==> src/rtl/shared_counter_arbiter_pkg.sv <==
// Shared types for the shared-counter arbiter: opcodes, FSM states and requester ids.
package shared_counter_arbiter_pkg;

  typedef enum logic [1:0] {
    OpLoad = 2'b00,
    OpInc  = 2'b01,
    OpDec  = 2'b10,
    OpNop  = 2'b11
  } op_e;

  typedef enum logic {
    StIdle = 1'b0,
    StExec = 1'b1
  } state_e;

  typedef enum logic {
    Req1 = 1'b0,
    Req2 = 1'b1
  } req_id_e;

  function automatic req_id_e other_req(req_id_e id);
    return (id == Req1) ? Req2 : Req1;
  endfunction

endpackage

==> src/rtl/shared_counter_arbiter_if.sv <==
// Requester handshakes plus the counter's read value and two write ports.
interface shared_counter_arbiter_if
  import shared_counter_arbiter_pkg::*;
#(
  parameter int unsigned Width = 9
) ();

  logic             req1;
  op_e              op1;
  logic [Width-1:0] data1;
  logic             ack1;

  logic             req2;
  op_e              op2;
  logic [Width-1:0] data2;
  logic             ack2;

  logic [Width-1:0] value;
  logic             wr1;
  logic [Width-1:0] wrdata1;
  logic             wr2;
  logic [Width-1:0] wrdata2;
  logic             busy;

  // Arbiter side.
  modport slave (
    input  req1, op1, data1, req2, op2, data2, value,
    output ack1, ack2, wr1, wrdata1, wr2, wrdata2, busy
  );

  // Requesters and counter side.
  modport master (
    output req1, op1, data1, req2, op2, data2, value,
    input  ack1, ack2, wr1, wrdata1, wr2, wrdata2, busy
  );

endinterface

==> src/rtl/shared_counter_arbiter_counter_op_alu.sv <==
// Combinational next-value for a counter op; wr_en_o is low for NOP.
module counter_op_alu
  import shared_counter_arbiter_pkg::*;
#(
  parameter int unsigned Width = 9
) (
  input  op_e              op_i,
  input  logic [Width-1:0] data_i,
  input  logic [Width-1:0] value_i,
  output logic [Width-1:0] next_o,
  output logic             wr_en_o
);

  always_comb begin
    next_o  = value_i;
    wr_en_o = 1'b1;
    unique case (op_i)
      OpLoad: next_o = data_i;
      OpInc:  next_o = value_i + Width'(1);
      OpDec:  next_o = value_i - Width'(1);
      OpNop:  wr_en_o = 1'b0;
    endcase
  end

endmodule

==> src/rtl/shared_counter_arbiter.sv <==
// Round-robin arbiter serialising two requesters onto a two-port shared counter,
// driving exactly one write port per operation.
module shared_counter_arbiter
  import shared_counter_arbiter_pkg::*;
#(
  parameter int unsigned Width = 9
) (
  input logic                     clk_i,
  input logic                     rst_ni,
  shared_counter_arbiter_if.slave bus
);

  state_e           state_q;
  req_id_e          prio_q;
  req_id_e          gnt_q;
  req_id_e          gnt_d;
  op_e              op_q;
  op_e              op_d;
  logic [Width-1:0] data_q;
  logic [Width-1:0] data_d;
  logic             ack1_q;
  logic             ack2_q;
  logic             busy_q;
  logic             any_req;
  logic [Width-1:0] alu_next;
  logic             alu_wr_en;

  assign any_req = bus.req1 | bus.req2;

  always_comb begin
    gnt_d = Req1;
    if (bus.req1 && bus.req2) begin
      gnt_d = prio_q;
    end else if (bus.req2) begin
      gnt_d = Req2;
    end
    op_d   = (gnt_d == Req1) ? bus.op1 : bus.op2;
    data_d = (gnt_d == Req1) ? bus.data1 : bus.data2;
  end

  always_ff @(posedge clk_i or negedge rst_ni) begin
    if (!rst_ni) begin
      state_q <= StIdle;
      prio_q  <= Req1;
      gnt_q   <= Req1;
      op_q    <= OpLoad;
      data_q  <= '0;
      ack1_q  <= 1'b0;
      ack2_q  <= 1'b0;
      busy_q  <= 1'b0;
    end else begin
      unique case (state_q)
        StIdle: begin
          if (any_req) begin
            state_q <= StExec;
            gnt_q   <= gnt_d;
            op_q    <= op_d;
            data_q  <= data_d;
            busy_q  <= 1'b1;
            ack1_q  <= (gnt_d == Req1);
            ack2_q  <= (gnt_d == Req2);
          end
        end
        StExec: begin
          state_q <= StIdle;
          busy_q  <= 1'b0;
          ack1_q  <= 1'b0;
          ack2_q  <= 1'b0;
          prio_q  <= other_req(gnt_q);
        end
      endcase
    end
  end

  // One ALU serves both ports: only the granted port ever sees its result.
  counter_op_alu #(
    .Width(Width)
  ) u_alu (
    .op_i   (op_q),
    .data_i (data_q),
    .value_i(bus.value),
    .next_o (alu_next),
    .wr_en_o(alu_wr_en)
  );

  assign bus.ack1    = ack1_q;
  assign bus.ack2    = ack2_q;
  assign bus.busy    = busy_q;
  assign bus.wr1     = ack1_q & alu_wr_en;
  assign bus.wr2     = ack2_q & alu_wr_en;
  assign bus.wrdata1 = ack1_q ? alu_next : '0;
  assign bus.wrdata2 = ack2_q ? alu_next : '0;

  wr_exclusive_a: assert property (@(posedge clk_i) disable iff (!rst_ni)
    !(bus.wr1 && bus.wr2));

  ack_onehot_a: assert property (@(posedge clk_i) disable iff (!rst_ni)
    !(bus.ack1 && bus.ack2));

  exec_one_cycle_a: assert property (@(posedge clk_i) disable iff (!rst_ni)
    busy_q |=> !busy_q);

endmodule

==> src/flat_wrapper.sv <==
// flat-port wrapper written by rule: the top's interface ports become plain ports
module shared_counter_arbiter_flat import shared_counter_arbiter_pkg::*;
#(
  parameter int unsigned Width = 9
)
  (clk_i, rst_ni, bus_req1, bus_op1, bus_data1, bus_req2, bus_op2, bus_data2, bus_value, bus_ack1, bus_ack2, bus_wr1, bus_wrdata1, bus_wr2, bus_wrdata2, bus_busy);
  shared_counter_arbiter_if #(.Width(Width)) bus_i ();
  input logic clk_i;
  input logic rst_ni;
  input wire logic [$bits(bus_i.req1)-1:0] bus_req1;
  input wire logic [$bits(bus_i.op1)-1:0] bus_op1;
  input wire logic [$bits(bus_i.data1)-1:0] bus_data1;
  input wire logic [$bits(bus_i.req2)-1:0] bus_req2;
  input wire logic [$bits(bus_i.op2)-1:0] bus_op2;
  input wire logic [$bits(bus_i.data2)-1:0] bus_data2;
  input wire logic [$bits(bus_i.value)-1:0] bus_value;
  output wire logic [$bits(bus_i.ack1)-1:0] bus_ack1;
  output wire logic [$bits(bus_i.ack2)-1:0] bus_ack2;
  output wire logic [$bits(bus_i.wr1)-1:0] bus_wr1;
  output wire logic [$bits(bus_i.wrdata1)-1:0] bus_wrdata1;
  output wire logic [$bits(bus_i.wr2)-1:0] bus_wr2;
  output wire logic [$bits(bus_i.wrdata2)-1:0] bus_wrdata2;
  output wire logic [$bits(bus_i.busy)-1:0] bus_busy;
  assign bus_i.req1 = bus_req1;
  assign bus_i.op1 = bus_op1;
  assign bus_i.data1 = bus_data1;
  assign bus_i.req2 = bus_req2;
  assign bus_i.op2 = bus_op2;
  assign bus_i.data2 = bus_data2;
  assign bus_i.value = bus_value;
  assign bus_ack1 = bus_i.ack1;
  assign bus_ack2 = bus_i.ack2;
  assign bus_wr1 = bus_i.wr1;
  assign bus_wrdata1 = bus_i.wrdata1;
  assign bus_wr2 = bus_i.wr2;
  assign bus_wrdata2 = bus_i.wrdata2;
  assign bus_busy = bus_i.busy;
  shared_counter_arbiter #(.Width(Width)) u_core (.clk_i(clk_i), .rst_ni(rst_ni), .bus(bus_i));
endmodule
==> config.mk <==
export PLATFORM = sky130hd
export DESIGN_NAME = shared_counter_arbiter_flat
export DESIGN_NICKNAME = d
export VERILOG_FILES = /design/src/rtl/shared_counter_arbiter_pkg.sv /design/src/rtl/shared_counter_arbiter_if.sv /design/src/rtl/shared_counter_arbiter_counter_op_alu.sv /design/src/rtl/shared_counter_arbiter.sv /design/src/flat_wrapper.sv
export SDC_FILE = /design/constraint.sdc
export NUM_CORES = 1
export LEC_CHECK = 0
export ABC_CLOCK_PERIOD_IN_PS = 2950
export BUFFER_PORTS_ARGS = -buffer_cell sky130_fd_sc_hd__buf_2
export CORE_ASPECT_RATIO = 1.4
export CORE_UTILIZATION = 50
export CTS_CLUSTER_DIAMETER = 40
export DETAILED_ROUTE_END_ITERATION = 6
export PLACE_DENSITY = 0.9
export SLEW_MARGIN = 25
export SYNTH_ARGS = -nofsm -noshare
export SYNTH_HDL_FRONTEND = slang
export SYNTH_HIERARCHICAL = 1
export SYNTH_SLANG_ARGS = --single-unit
==> constraint.sdc <==
create_clock -name clk_i -period 2.95 [get_ports clk_i]
set_input_delay 0 -clock clk_i [delete_from_list [all_inputs] [get_ports clk_i]]
set_output_delay 0 -clock clk_i [all_outputs]
set_load 0.02 [all_outputs]
; Yosys cells after proc, flatten, opt, wreduce, memory -nomap -nowiden
; Cells that the tools add are included.
[word_totals]
regBits = 17
inputBits = 35
wordCells = 39
[classes]
addsub = 2
n_eq_ne = 4
mux = 17
bitwise_logic = 5
n_reduce_logical = 3
[op_table]
columns = operator, count
row1 = $mux W9, 3
row2 = $pmux W9 S3, 1
row3 = $add A9 B1 Y9 const B, 1
row4 = $sub A9 B1 Y9 const B, 1
row5 = $mux W1, 8
row6 = $pmux W1 S2, 4
row7 = $eq A2 B2 Y1 const B, 2
row8 = $and A1 B1 Y1, 2
row9 = $eq A2 B1 Y1 const B, 1
row10 = $logic_not A2 Y1, 1
row11 = $mux W2, 1
row12 = $ne A2 B1 Y1 const B, 1
row13 = $not A1 Y1, 2
row14 = $reduce_and A2 Y1, 1
row15 = $logic_and A1 B1 Y1, 1
row16 = $or A1 B1 Y1, 1

; Longest topological paths before layout
[logic_depth]
ltp_word = 5
mapped_depth = 12

; Cells and area by module
; Netlist, hierarchy kept.
[by_module_without_submodules]
columns = module, instances, cells_each, area_per_inst_um2
row1 = shared_counter_arbiter, 1, 79, 849.6
row2 = counter_op_alu, 1, 109, 775.7

; Least setup slack after synthesis
; Ideal clock, no wire load.
[synth_path]
path_type = register to output
start = register u_core.op_q[0]
end = output port bus_wrdata1[8]
t_arrival_ns = 2.434
setup_slack_ns = 0.516
stages_incl_launch_ff = 13
n_path_buf = 2
path_cell_list = dfrtp_1 > inv_1 > ha_1 > buf_6 > buf_4 > xor2_1 > ha_1 > nand4bb_1 > nand4_1 > a211o_1 > a211oi_1 > nand3b_1 > and2_1
[synth_between]
elab_chain_len = 3
[synth_rtl]
columns = element, line
row1 = "start, declared", shared_counter_arbiter.sv:17  ; op_e op_q;
row2 = "start signal, assigned", shared_counter_arbiter.sv:46  ; op_q <= OpLoad;
row3 = "start signal, assigned", shared_counter_arbiter.sv:57  ; op_q <= op_d;
row4 = "$eq A2 B2 Y1, or another cell as far along", shared_counter_arbiter_counter_op_alu.sv:17  ; unique case (op_i)
row5 = $pmux W9 S3 *, shared_counter_arbiter_counter_op_alu.sv:17
row6 = via u_core.alu_next[8], shared_counter_arbiter.sv:25  ; logic [Width-1:0] alu_next;
row7 = $mux W9 *, shared_counter_arbiter.sv:91  ; assign bus.wrdata1 = ack1_q ? alu_next : '0;
row8 = "end, declared", flat_wrapper.sv:20  ; output wire logic [$bits(bus_i.wrdata1)-1:0] bus_wrdata1;
; Mark *: on every way through the listed nets, which the timed path passes. The rest lies on a longest branch.

; Final worst setup path
; Same ends and word-level chain as after synthesis.

==> impl_results.md <==
- Tot Pwr: 1.243 mW
- CTS tree: done
- Unrepaired setup endpoints after global routing: false
- Fin crit period: 2.800 ns
- Placer Congestion: 0.8765
- Final ANT Viol Nets: 0
- Worst-case clock buffer depth: 2
- Critical path arrival: 2.80 ns
- Worst r2r src: u_core/state_q$_DFF_PN0_
- Reg clk slew, reported paths: 0.06 ns
- Hold Crit Class: primary input to register
- Synth area leaders: dfrtp_1 (26%), and2_1 (12%), a221o_1 (6.8%), ha_1 (6.2%), a22oi_1 (3.2%)
- Period utilization: 94.92%
- Via count: 1739
- Yosys warns: 6
- Final setup TNS: 0 ns
- Max Cap Viol: 0
- Worst Hold End: u_core/data_q[8]$_DFFE_PN0P_
- Post-CTS Setup Inserts: 0
- Synthesis-to-finish area growth: 31.95%
- Power per cell area: 579.5 nW/um2
- Dpl hpwl: 2985 um
- Post-synthesis net count: 231
- Count leader, synth: and2_1
- Final Util: 69.34%
- Status: completed
- Share of layout cells above drive strength 1: 28.40%
- Worst Setup End Kind: output port
- H-tree Lvls: 1
- Slew Limit Fails: 0
- Reg2reg setup slack: 0.76 ns
- Relative slew slack: 42.90%
- Distinct cells, synth: 51
- Final setup fails: 0
- Post-synth top cells: and2_1 (31), dfrtp_1 (17), a221o_1 (11), nand2_1 (11), a21oi_1 (9)
- Largest stage delay on the critical path: 0.42 ns
- Core footprint: 3093 um2
- Input/output buffers: 57
- Worst EP required: 2.95 ns
- Number of fill cells: 237
- Top cell type's share of synthesized area: 26.17%
- Site Rows: 24
- Crit Path Max Fanout: 13
- Top FF cell, synth: dfrtp_1
- Synthesized cell area: 1625 um2
- Global-route wire length before repair: 7300 um
- CTS Buf Count: 3
- Initial antenna violation count: 0
- Maximum VDD drop: 0.4586 mV
- Crit Path Class: register to output port
- Die X-Extent: 50.19 um
- Initial Utilization: 52.55%
- CP Cell Sequence: inv_1 -> ha_2 -> xor2_1 -> ha_1 -> nand4bb_1 -> nand4_1 -> a311oi_1 -> a211oi_1 -> nand3b_1 -> and2_1 -> buf_2
- Startpoint Class: register
- Critical path's slowest cell: dfrtp_1
- Cell count of the worst hold path: 2
- Vias/cell: 5.875
- Largest net degree at the start of global routing: 21
- Die Y: 69.46 um
- Tightest Pin Transition: 0.8548 ns
- Syn Area/Cell: 8.645 um2
- Syn Inst Count: 188
- Num Clock Sinks: 17
- Number of synthesized flops with an enable pin: 0
- DRT Pass-1 Iters: 4
- Clk root buf: clkbuf_8
- Worst-Skew Late Latency: 0.25 ns
- Worst reg2reg path depth: 4
- P_leak: 1.032 nW
- Drt wl/cell: 15.08 um
- Seq/Total Area, Yosys: 26.17%
- N_diodes: 0
- Vias in the first global route: 1610
- Fmax: 0.3571 GHz
- Fin Hold WS: 0.02085 ns
- GR Overflow Total: 0
- DRT iter0 DRCs: 62
- DRC Markers: 0
- Ys async rst share: 100.0%
- Hold Violations, Final: 0
- Worst flop-to-flop path endpoint: u_core/data_q[7]$_DFFE_PN0P_
- WL final: 4464 um
- Synth area leader: dfrtp_1
- Final setup skew: 0.004267 ns
- Final nets: 301
- Tot GR Track Use: 26.77%
- IO Count: 58
- Die area: 3486 um2
- Post-synthesis register bit count: 17
- Start point of the worst hold path: bus_data2[8]
[layer usage]
layer  GRT usage (%)  vias to the layer above  wire length (um)
met1           32.36                      823              1810
met3           1.754                       17               173
met2           48.00                       69              2373
met5               0                        -                 0
met4           9.841                        0               108
li1                -                      830                 -
[where the power goes]
group          internal (mW)  switching (mW)  leakage, nW  total, mW
Clock                 0.0957          0.0721       0.0228      0.168
Sequential             0.282          0.0479        0.207      0.330
Combinational          0.343           0.402        0.801      0.745
Total                  0.721           0.522         1.03       1.24
[stage by stage]
stage	worst slack, ns	instances	area [um2]
3_5_place_dp	0.3411	271	1887
2_1_floorplan	0.5162	188	1625
4_1_cts	0.05908	294	2122
5_1_grt	0.005709	296	2145
6_report	0.1498	296	2145
3_3_place_gp	0.4509	271	1882
[flip-flops by register name, summed over array words and instances (netlist names)]
| name | count |
|---|---|
| u_core/bus.ack1 | 1 |
| u_core/bus.ack2 | 1 |
| u_core/bus.busy | 1 |
| u_core/data_q | 9 |
| u_core/gnt_q | 1 |
| u_core/op_q | 2 |
| u_core/prio_q | 1 |
| u_core/state_q | 1 |
[placed cells by master, fill, tap and decap left out, types with 3 or more instances in the layout]
master / Yosys / layout
inv_1: 8 / 8
buf_2: 5 / 57
clkbuf_8: 0 / 3
a21oi_1: 9 / 9
nand2b_1: 3 / 3
xnor2_1: 3 / 3
o21ai_0: 8 / 8
nand2_1: 11 / 11
dlygate4sd3_1: 0 / 21
ha_1: 8 / 7
a22oi_1: 7 / 7
a221o_1: 11 / 11
nand3b_1: 3 / 3
nor2_1: 8 / 8
xor2_1: 3 / 3
and2_1: 31 / 31
dfrtp_1: 17 / 17
[what timing repair did]
item / 4_1_cts / 5_1_grt
endpoints found under the setup margin: 0 / 8
resized for setup: 0 / 1
endpoints found under the hold margin: 26 / 1
hold buffers: 19 / 2
[logic make-up after synthesis]
group / after synthesis / share of synthesized area, %
and+or+nand+nor: 75 / 27.95
AOI/OAI and AO/OA: 57 / 27.94
buffers and inverters: 23 / 7.313
DFF: 17 / 26.17
adders and majority gates: 8 / 6.159
xor gates and xnor gates: 6 / 3.234
muxes: 2 / 1.232
[worst max-delay path by stage]
stage	from	to	slack, ns
2_1_floorplan	u_core/op_q[0]$_DFFE_PN0P_	bus_wrdata1[8]	0.52
6_report	u_core/op_q[0]$_DFFE_PN0P_	bus_wrdata1[8]	0.15
3_5_place_dp	u_core/op_q[0]$_DFFE_PN0P_	bus_wrdata1[8]	0.34
3_3_place_gp	u_core/op_q[0]$_DFFE_PN0P_	bus_wrdata1[8]	0.45
4_1_cts	u_core/op_q[0]$_DFFE_PN0P_	bus_wrdata1[8]	0.06
5_1_grt	u_core/op_q[0]$_DFFE_PN0P_	bus_wrdata2[8]	0.006
[worst max-delay path: cells and delay by family, from the launching register on]
kind / cells / cell delay (ns)
simple gates: 4 / 0.68
xor+xnor: 1 / 0.11
flops: 1 / 0.42
fa+ha+maj: 2 / 0.55
buf+inv: 2 / 0.28
compound gates: 2 / 0.52
[cell type report]
cell class                 instances  area (um2)  share of cell area, %
multi-input combinational        148        1089                  50.76
clock buffer                       4       45.04                  2.100
tap                               39       48.80                  2.275
sequential                        17       425.4                  19.84
timing repair buffer              79       503.0                  23.45
inverter                           9       33.78                  1.575
Note: power is estimated with default switching activity, not from simulation.
